==> src/rtl/winv_loader_if.sv <==
// Stream-in / write-bus-out signal bundle for the inverse-twiddle loader.
// master = host side (drives the stream, observes the write bus), slave = loader.
interface winv_loader_if #(
    parameter int DLEN     = 32,
    parameter int HLEN     = 9,
    parameter int PE_DEPTH = 3
);
    logic [DLEN-1:0]            s_data;
    logic                       s_valid;
    logic                       s_ready;
    logic [(1<<PE_DEPTH)-1:0]   wen;
    logic [HLEN-1:0]            waddr;
    logic [DLEN-1:0]            wdata;

    modport master (
        output s_data, s_valid,
        input  s_ready, wen, waddr, wdata
    );

    modport slave (
        input  s_data, s_valid,
        output s_ready, wen, waddr, wdata
    );
endinterface

==> src/rtl/winv_loader.sv <==
// Runtime writer for the per-PE inverse-twiddle RAMs: PE-major word stream in, one-hot write bus out.
// Optional trailing checksum beat is compiled in with `define WINV_LOADER_CHECKSUM_EN.
module winv_loader #(
    parameter int DLEN     = 32,
    parameter int HLEN     = 9,
    parameter int PE_DEPTH = 3,
    parameter int WORDS    = 66
) (
    input  logic            clk,
    input  logic            reset,
    input  logic            start,
    winv_loader_if.slave    bus,
    output logic            busy,
    output logic            done,
    output logic            err
);
    localparam int PE_NUM = 1 << PE_DEPTH;

    localparam logic [1:0] ST_IDLE = 2'd0;
    localparam logic [1:0] ST_LOAD = 2'd1;
    localparam logic [1:0] ST_CHK  = 2'd2;
    localparam logic [1:0] ST_FIN  = 2'd3;

    logic [1:0]          state_reg;
    logic [HLEN-1:0]     word_cnt_reg;
    logic [PE_DEPTH-1:0] pe_cnt_reg;
    logic [PE_NUM-1:0]   wen_reg;
    logic [HLEN-1:0]     waddr_reg;
    logic [DLEN-1:0]     wdata_reg;
    logic                busy_reg;
    logic                done_reg;

    logic [PE_NUM-1:0]   pe_onehot;
    logic                s_ready_int;
    logic                accept;
    logic                last_word;
    logic                last_pe;

    genvar gi;
    generate
        for (gi = 0; gi < PE_NUM; gi++) begin : g_pe_sel
            assign pe_onehot[gi] = (pe_cnt_reg == PE_DEPTH'(gi));
        end
    endgenerate

    // s_ready is a pure state decode, so wen never depends combinationally on s_valid.
    assign s_ready_int = (state_reg == ST_LOAD) || (state_reg == ST_CHK);
    assign accept      = s_ready_int && bus.s_valid;
    assign last_word   = (word_cnt_reg == HLEN'(WORDS - 1));
    assign last_pe     = (pe_cnt_reg == PE_DEPTH'(PE_NUM - 1));

    always_ff @(posedge clk or posedge reset) begin
        if (reset) begin
            state_reg    <= ST_IDLE;
            word_cnt_reg <= '0;
            pe_cnt_reg   <= '0;
            wen_reg      <= '0;
            waddr_reg    <= '0;
            wdata_reg    <= '0;
            busy_reg     <= 1'b0;
            done_reg     <= 1'b0;
        end else begin
            wen_reg  <= '0;
            done_reg <= 1'b0;
            case (state_reg)
                ST_IDLE: begin
                    if (start) begin
                        state_reg    <= ST_LOAD;
                        word_cnt_reg <= '0;
                        pe_cnt_reg   <= '0;
                        busy_reg     <= 1'b1;
                    end
                end
                ST_LOAD: begin
                    if (accept) begin
                        wen_reg   <= pe_onehot;
                        waddr_reg <= word_cnt_reg;
                        wdata_reg <= bus.s_data;
                        if (last_word) begin
                            word_cnt_reg <= '0;
                            pe_cnt_reg   <= pe_cnt_reg + 1'b1;
                            if (last_pe) begin
`ifdef WINV_LOADER_CHECKSUM_EN
                                state_reg <= ST_CHK;
`else
                                state_reg <= ST_FIN;
`endif
                            end
                        end else begin
                            word_cnt_reg <= word_cnt_reg + 1'b1;
                        end
                    end
                end
                ST_CHK: begin
                    if (accept) begin
                        state_reg <= ST_FIN;
                    end
                end
                ST_FIN: begin
                    state_reg <= ST_IDLE;
                    busy_reg  <= 1'b0;
                    done_reg  <= 1'b1;
                end
                default: state_reg <= ST_IDLE;
            endcase
        end
    end

`ifdef WINV_LOADER_CHECKSUM_EN
    logic [DLEN-1:0] sum_reg;
    logic            err_reg;

    // Running sum covers data beats only; the CHK beat is compared, never added.
    always_ff @(posedge clk or posedge reset) begin
        if (reset) begin
            sum_reg <= '0;
            err_reg <= 1'b0;
        end else begin
            if (state_reg == ST_IDLE && start) begin
                sum_reg <= '0;
                err_reg <= 1'b0;
            end else if (state_reg == ST_LOAD && accept) begin
                sum_reg <= sum_reg + bus.s_data;
            end else if (state_reg == ST_CHK && accept) begin
                err_reg <= (bus.s_data != sum_reg);
            end
        end
    end

    assign err = err_reg;
`else
    assign err = 1'b0;
`endif

    assign bus.s_ready = s_ready_int;
    assign bus.wen     = wen_reg;
    assign bus.waddr   = waddr_reg;
    assign bus.wdata   = wdata_reg;
    assign busy        = busy_reg;
    assign done        = done_reg;
endmodule

==> src/flat_wrapper.sv <==
// flat-port wrapper written by rule: the top's interface ports become plain ports
module winv_loader_flat 
#(
    parameter int DLEN     = 32,
    parameter int HLEN     = 9,
    parameter int PE_DEPTH = 3,
    parameter int WORDS    = 66
)
  (clk, reset, start, busy, done, err, bus_s_data, bus_s_valid, bus_s_ready, bus_wen, bus_waddr, bus_wdata);
  winv_loader_if #(.DLEN(DLEN), .HLEN(HLEN), .PE_DEPTH(PE_DEPTH)) bus_i ();
  input  logic clk;
  input  logic reset;
  input  logic start;
  output logic busy;
  output logic done;
  output logic err;
  input wire logic [$bits(bus_i.s_data)-1:0] bus_s_data;
  input wire logic [$bits(bus_i.s_valid)-1:0] bus_s_valid;
  output wire logic [$bits(bus_i.s_ready)-1:0] bus_s_ready;
  output wire logic [$bits(bus_i.wen)-1:0] bus_wen;
  output wire logic [$bits(bus_i.waddr)-1:0] bus_waddr;
  output wire logic [$bits(bus_i.wdata)-1:0] bus_wdata;
  assign bus_i.s_data = bus_s_data;
  assign bus_i.s_valid = bus_s_valid;
  assign bus_s_ready = bus_i.s_ready;
  assign bus_wen = bus_i.wen;
  assign bus_waddr = bus_i.waddr;
  assign bus_wdata = bus_i.wdata;
  winv_loader #(.DLEN(DLEN), .HLEN(HLEN), .PE_DEPTH(PE_DEPTH), .WORDS(WORDS)) u_core (.clk(clk), .reset(reset), .start(start), .bus(bus_i), .busy(busy), .done(done), .err(err));
endmodule
==> config.mk <==
export PLATFORM = sky130hd
export DESIGN_NAME = winv_loader_flat
export DESIGN_NICKNAME = d
export VERILOG_FILES = /design/src/rtl/winv_loader_if.sv /design/src/rtl/winv_loader.sv /design/src/flat_wrapper.sv
export SDC_FILE = /design/constraint.sdc
export NUM_CORES = 1
export LEC_CHECK = 0
export CORE_UTILIZATION = 45
export CTS_CLUSTER_SIZE = 28
export DETAILED_ROUTE_END_ITERATION = 10
export PLACE_DENSITY = 0.74
export SLEW_MARGIN = 0
export SYNTH_ARGS = -nofsm -noshare
export SYNTH_HDL_FRONTEND = slang
export SYNTH_SLANG_ARGS = --single-unit
==> constraint.sdc <==
create_clock -name clk -period 4.7 [get_ports clk]
set_clock_uncertainty 0.05 [all_clocks]
set_input_delay 0.47 -clock clk [delete_from_list [all_inputs] [get_ports clk]]
set_output_delay 0.47 -clock clk [all_outputs]
set_load 0.005 [all_outputs]
==> results of run 1 <==
==> worst max-delay path, stage by stage (launching register included) <==
cell and delay, ns:
dfrtp_1 0.42, inv_1 0.10, ha_1 0.37, clkdlybuf4s50_1 0.53
==> kinds of logic after synthesis <==
| logic type | count (synthesis) | share of synthesized area (%) |
|---|---|---|
| AND/OR/NAND/NOR | 157 | 23.9 |
| flip-flops | 65 | 58.1 |
| AO/OA/AOI/OAI | 23 | 6.48 |
| buffers and inverters | 23 | 3.53 |
| adder cells (fa/ha/maj) | 13 | 5.81 |
| XOR/XNOR | 3 | 0.939 |
| multiplexers | 3 | 1.12 |
| other | 1 | 0.134 |
==> path summary, 6_finish.rpt <==
path,startpoint,endpoint
setup / recovery,u_core.state_reg[0],bus_s_ready
hold / removal,u_core.bus.wdata[13],u_core.bus.wdata[13]
setup reg to reg,u_core.state_reg[1],u_core.word_cnt_reg[7]
hold reg to reg,u_core.bus.wdata[13],u_core.bus.wdata[13]
max in group asynchronous,reset,u_core.state_reg[1]
min in group asynchronous,reset,u_core.bus.wdata[2]
==> layout make-up <==
type | instances | area [sq um] | share of cell area (%)
Sequential cell | 65 | 1630 | 41.6
Multi-Input combinational cell | 200 | 1080 | 27.6
Timing Repair Buffer | 90 | 893 | 22.8
Clock buffer | 10 | 138 | 3.52
Tap cell | 75 | 93.8 | 2.40
Clock inverter | 4 | 45.0 | 1.15
Inverter | 10 | 37.5 | 0.959
==> synthesized netlist by cell type, drive strengths merged, types with 2 or more instances <==
| master | count |
|---|---|
| a211oi | 3 |
| a21o | 2 |
| a21oi | 6 |
| and3 | 7 |
| buf | 3 |
| clkbuf | 10 |
| dfrtp | 65 |
| ha | 13 |
| inv | 10 |
| mux2i | 2 |
| nand2 | 124 |
| nand2b | 2 |
| nand3 | 6 |
| nor2 | 8 |
| nor4 | 2 |
| o21ai | 3 |
| o31ai | 4 |
| or4 | 4 |
| xnor2 | 3 |
==> power groups by stage <==
stage | registers [mW] | clock network (mW) | logic [mW]
after floorplan | 0.911 | 0 | 0.414
final | 0.908 | 0.446 | 0.888
after global routing | 0.937 | 0.478 | 0.993
after detailed placement | 0.918 | 0 | 0.899
after CTS | 0.908 | 0.459 | 0.906
after global placement | 0.909 | 0 | 0.880
==> layer usage <==
metal  vias to the layer above  GRT usage (%)
met2                        60           33.9
met3                         9           3.71
met4                         0           9.11
met1                      1048           25.6
li1                       1100              -
met5                         -              0
==> impl_metrics.yaml, run 1 <==
layout:
  n_antenna_cell: 0
  area_growth_pct: 39.8
  drive_gt1_share_pct: 6.33
  final_cell_mix: "124 x nand2_1, 87 x clkdlybuf4s50_1, 65 x dfrtp_1, 13 x ha_1, 10 x clkbuf_8"
  final_area_sq_mm: 0.00391
  final_cells: 454
  largest_reg_flops: 32
  nets: 425
  fin_util_pct: 65.7
  layout_commonest_cell: "nand2_1"
  fillCellCount: 489
grt:
  grt_pass1_wl_microns: 9980
  grt_pass1_vias: 2103
  gr-total-overflow: 0
  gr-usage-all-layers_pct: 20.3
  antenna_found_initial: 0
  grt_max_degree: 66
route:
  wirelength_microns: 6000
  route.met2.wl_microns: 2930
  drtPass1Iterations: 4
  routed.top_layer: "met4"
  vias: 2217
  final_antenna_net_count: 0
  wl_met1_microns: 2680
  drcViolationCount: 0
  dr_wl_met3_microns: 303
  drtIter0Drc: 99
  wl_per_cell_microns: 13.2
  viasPerCell: 4.88
logic_synthesis:
  yosysWarningCount: 0
  synth.avg_cell_area_sq_um: 9.72
  synthFlopType: "dfrtp_1"
  ys_seq_area_share_pct: 58.1
  async_flop_share_pct: 100
  ys_seq_elements: 65
  synth_top_area_share_pct: 58.1
  yosys.area.top_type: "dfrtp_1"
  syn_nets: 337
  netlist_instances: 288
  synth_cell_types: 34
  syn_area_sq_mm: 0.00280
  synth_area_leaders: "dfrtp_1 58%, nand2_1 17%, ha_1 5.8%"
  synth-edff-count: 0
sta:
  slew_headroom_pct: 47.0
  maxSlewViolCount: 0
  rsz0062_at_grt: "false"
  tightest_slew_ns: 0.795
  hold_ws_ns: 0.421
  clock.fmax_ghz: 0.441
  setup_ws_ns: 2.43
  setup_violations: 0
  hold_viol: 0
  min_period_over_period_pct: 48.3
  min_period_ns: 2.27
  tns_ns: 0
clock_network:
  cts_tree: "yes"
  htreeDepth: 3
  cts_buffers: 9
  postCtsSetupBuffers: 0
  insertion_delay_ns: 0.33
  cts_resized: 0
  cts_hold_buf: 0
  cts.sinks: 65
  cts.clk_slew.worst_paths_ns: 0.06
  cts_root_buf: "clkbuf_8"
  clk_path_buf_depth: 2
power_and_ir_drop:
  p_leak_nw: 1.91
  swShare_pct: 33.1
  power_frac_comb_pct: 39.6
  finalPower_mw: 2.24
  ir_worst_vdd_mv: 0.315
  p_clk_share_pct: 19.9
  p_switching_mw: 0.741
  seq_power_share_pct: 40.5
  p_per_area_mw_per_mm2: 573
  intPower_mw: 1.50
worst_setup_path:
  crit_path_end_kind: "output pin"
  path_class: "reg -> out"
  start_kind: "flip-flop"
  rr_worst_depth: 6
  required_ns: 4.18
  crit_arrival_ns: 1.75
  cp_max_fo: 5
  reg2reg_setup_slack_ns: 2.47
place:
  gp_congestion: 0.760
  port_buffers: 87
  dp_cells: 440
  hpwlAfterDp_microns: 4030
  dp_slack_ns: 2.37
  place_area_sq_mm: 0.00373
floorplanning:
  die_h_microns: 80.9
  start_util_pct: 47.0
  dieArea_sq_mm: 0.00654
  pin_count: 89
  die_w_microns: 80.9
  rows: 28
  core_sq_mm: 0.00596
flow_run:
  cap_violations: 0
worst_hold_path:
  whs_path_depth: 2
  min_path_type: "reg -> reg"
status:
  status: "complete, no violations"
Note: power is estimated with default switching activity, not from simulation.
==> run 2, diff against run 1 <==
- clock period: 4.7 -> 2.2 ns (I/O delays scaled with it)
==> run 2 against run 1 <==
Compared with the run above:
- power grew 120%
- sequential power grew 110%
- global-route usage rose by 0.063 points
- flip-flop and latch count is the same
- first-iteration DRC count up 42%
- hold slack got worse by 0.20 ns
- routed wire length increased by 0.28%
- core utilization is 1.1 points higher
- worst setup slack worse by 2.3 ns
- sequential share of layout area shrank 0.68 points
- non-clock buffer count increased by 5
- critical path depth rose by 3
- largest cell class unchanged
==> impl_metrics.yaml, run 2 (synthesized netlist as in run 1, its figures left out) <==
sta:
  setup_violations: 0
  clock.fmax_ghz: 0.494
  maxSlewViolCount: 0
  min_period_ns: 2.02
  min_period_over_period_pct: 92.0
  hold_viol: 0
  tns_ns: 0
  rsz0062_at_grt: "false"
power_and_ir_drop:
  p_per_area_mw_per_mm2: 1230
  ir_worst_vdd_mv: 0.814
  p_leak_nw: 1.94
floorplanning:
  die_w_microns: 80.9
  die_h_microns: 80.9
  start_util_pct: 47.0
  dieArea_sq_mm: 0.00654
  core_sq_mm: 0.00596
  pin_count: 89
  rows: 28
route:
  vias: 2214
  wl_per_cell_microns: 13.1
  final_antenna_net_count: 0
  drtIter0Drc: 141
  drcViolationCount: 0
  drtPass1Iterations: 4
  wirelength_microns: 6010
  viasPerCell: 4.81
clock_network:
  clk_path_buf_depth: 2
  cts_root_buf: "clkbuf_8"
  cts.sinks: 65
  cts_tree: "yes"
  insertion_delay_ns: 0.33
  htreeDepth: 3
  cts_hold_buf: 0
  cts.clk_slew.worst_paths_ns: 0.07
  cts_buffers: 9
flow_run:
  cap_violations: 0
worst_setup_path:
  start_kind: "flip-flop"
  worstPathCellList: "inv_1 > ha_1 > nand2b_1 > a21oi_1 > a2111oi_4 > mux2_2"
  slowest_stage: "dfrtp_1"
  worstReg2RegEnd: "u_core.state_reg[1]"
  crit_path_end_kind: "flip-flop"
  rr_worst_depth: 6
  r2r-start: "u_core.state_reg[0]"
  critical_path.max_stage_delay_ns: 0.41
  cp_max_fo: 5
  reg2reg_setup_slack_ns: 0.18
  crit_arrival_ns: 2.19
  path_class: "reg -> reg"
  required_ns: 2.37
place:
  port_buffers: 87
  gp_congestion: 0.820
  hpwlAfterDp_microns: 4230
layout:
  area_growth_pct: 42.1
  final_cell_mix: "124 x nand2_1, 87 x clkdlybuf4s50_1, 65 x dfrtp_1, 13 x ha_1, 11 x clkbuf_8"
  fillCellCount: 488
  nets: 430
  fin_util_pct: 66.8
  largest_reg_flops: 32
  drive_gt1_share_pct: 7.79
  n_antenna_cell: 0
  layout_commonest_cell: "nand2_1"
grt:
  grt_pass1_wl_microns: 9880
  gr-total-overflow: 0
  gr-usage-all-layers_pct: 20.4
  grt_max_degree: 66
  grt_pass1_vias: 2128
  antenna_found_initial: 0
status:
  status: "complete, no violations"
worst_hold_path:
  min_path_type: "in -> async"
run 2: area by class of cell:
class / instances / area, sq um / area share [%]
inverter: 10 / 37.5 / 0.944
sequential: 65 / 1630 / 40.9
clock inverter: 3 / 40.0 / 1.01
multi-input combinational: 200 / 1080 / 27.2
timing repair buffer: 95 / 943 / 23.7
clock buffer: 12 / 155 / 3.90
tap: 75 / 93.8 / 2.36
run 2: how the worst max path moves through the flow:
stage                             start                     end  slack [ns]  cells after the start
floorplan           u_core.state_reg[1]  u_core.word_cnt_reg[7]        0.29                      6
global placement    u_core.state_reg[0]  u_core.word_cnt_reg[5]        0.22                      8
detailed placement  u_core.state_reg[0]  u_core.word_cnt_reg[6]        0.07                      8
CTS                 u_core.state_reg[0]  u_core.word_cnt_reg[6]        0.05                      8
global route        u_core.state_reg[0]  u_core.word_cnt_reg[6]       0.003                      8
finish              u_core.state_reg[0]     u_core.state_reg[1]        0.18                      6
run 2: power by group:
part	internal [mW]	switching, mW	leakage (nW)
sequential	1.64	0.299	0.816
clock	0.576	0.425	0.102
combinational	1.07	0.863	1.02
run 2: routing by layer:
metal	share of wire, %	up-vias	routed length, microns	track usage (%)
met3	5.4	6	322	4.61
met5	0	-	0	0
li1	-	1105	-	-
met4	1.0	0	63	7.50
met1	44	1041	2650	25.3
met2	49	62	2970	34.6
run 2: per-stage QoR:
step                hold slack (ns)  worst slack [ns]  area, sq um  cells  total power [mW]
finish                        0.226             0.176         3980    460              4.87
floorplan                     0.275             0.295         2800    288              2.83
global placement              0.406             0.216         3780    445              3.87
CTS                           0.243            0.0450         3980    460              4.93
detailed placement            0.411            0.0655         3780    445              3.92
global route                  0.256           0.00324         3980    460              5.24
run 2: worst max-delay path: cells and delay by family (launching register included):
| family | cells | cell delay (ns) |
|---|---|---|
| mux | 1 | 0.38 |
| simple gates | 1 | 0.12 |
| flops | 1 | 0.41 |
| buf+inv | 1 | 0.10 |
| fa+ha+maj | 1 | 0.37 |
| compound gates | 2 | 0.49 |
run 2: what timing repair did:
item	CTS	global route
resized for setup	0	1
setup endpoints to repair	0	9
setup buffers	0	0
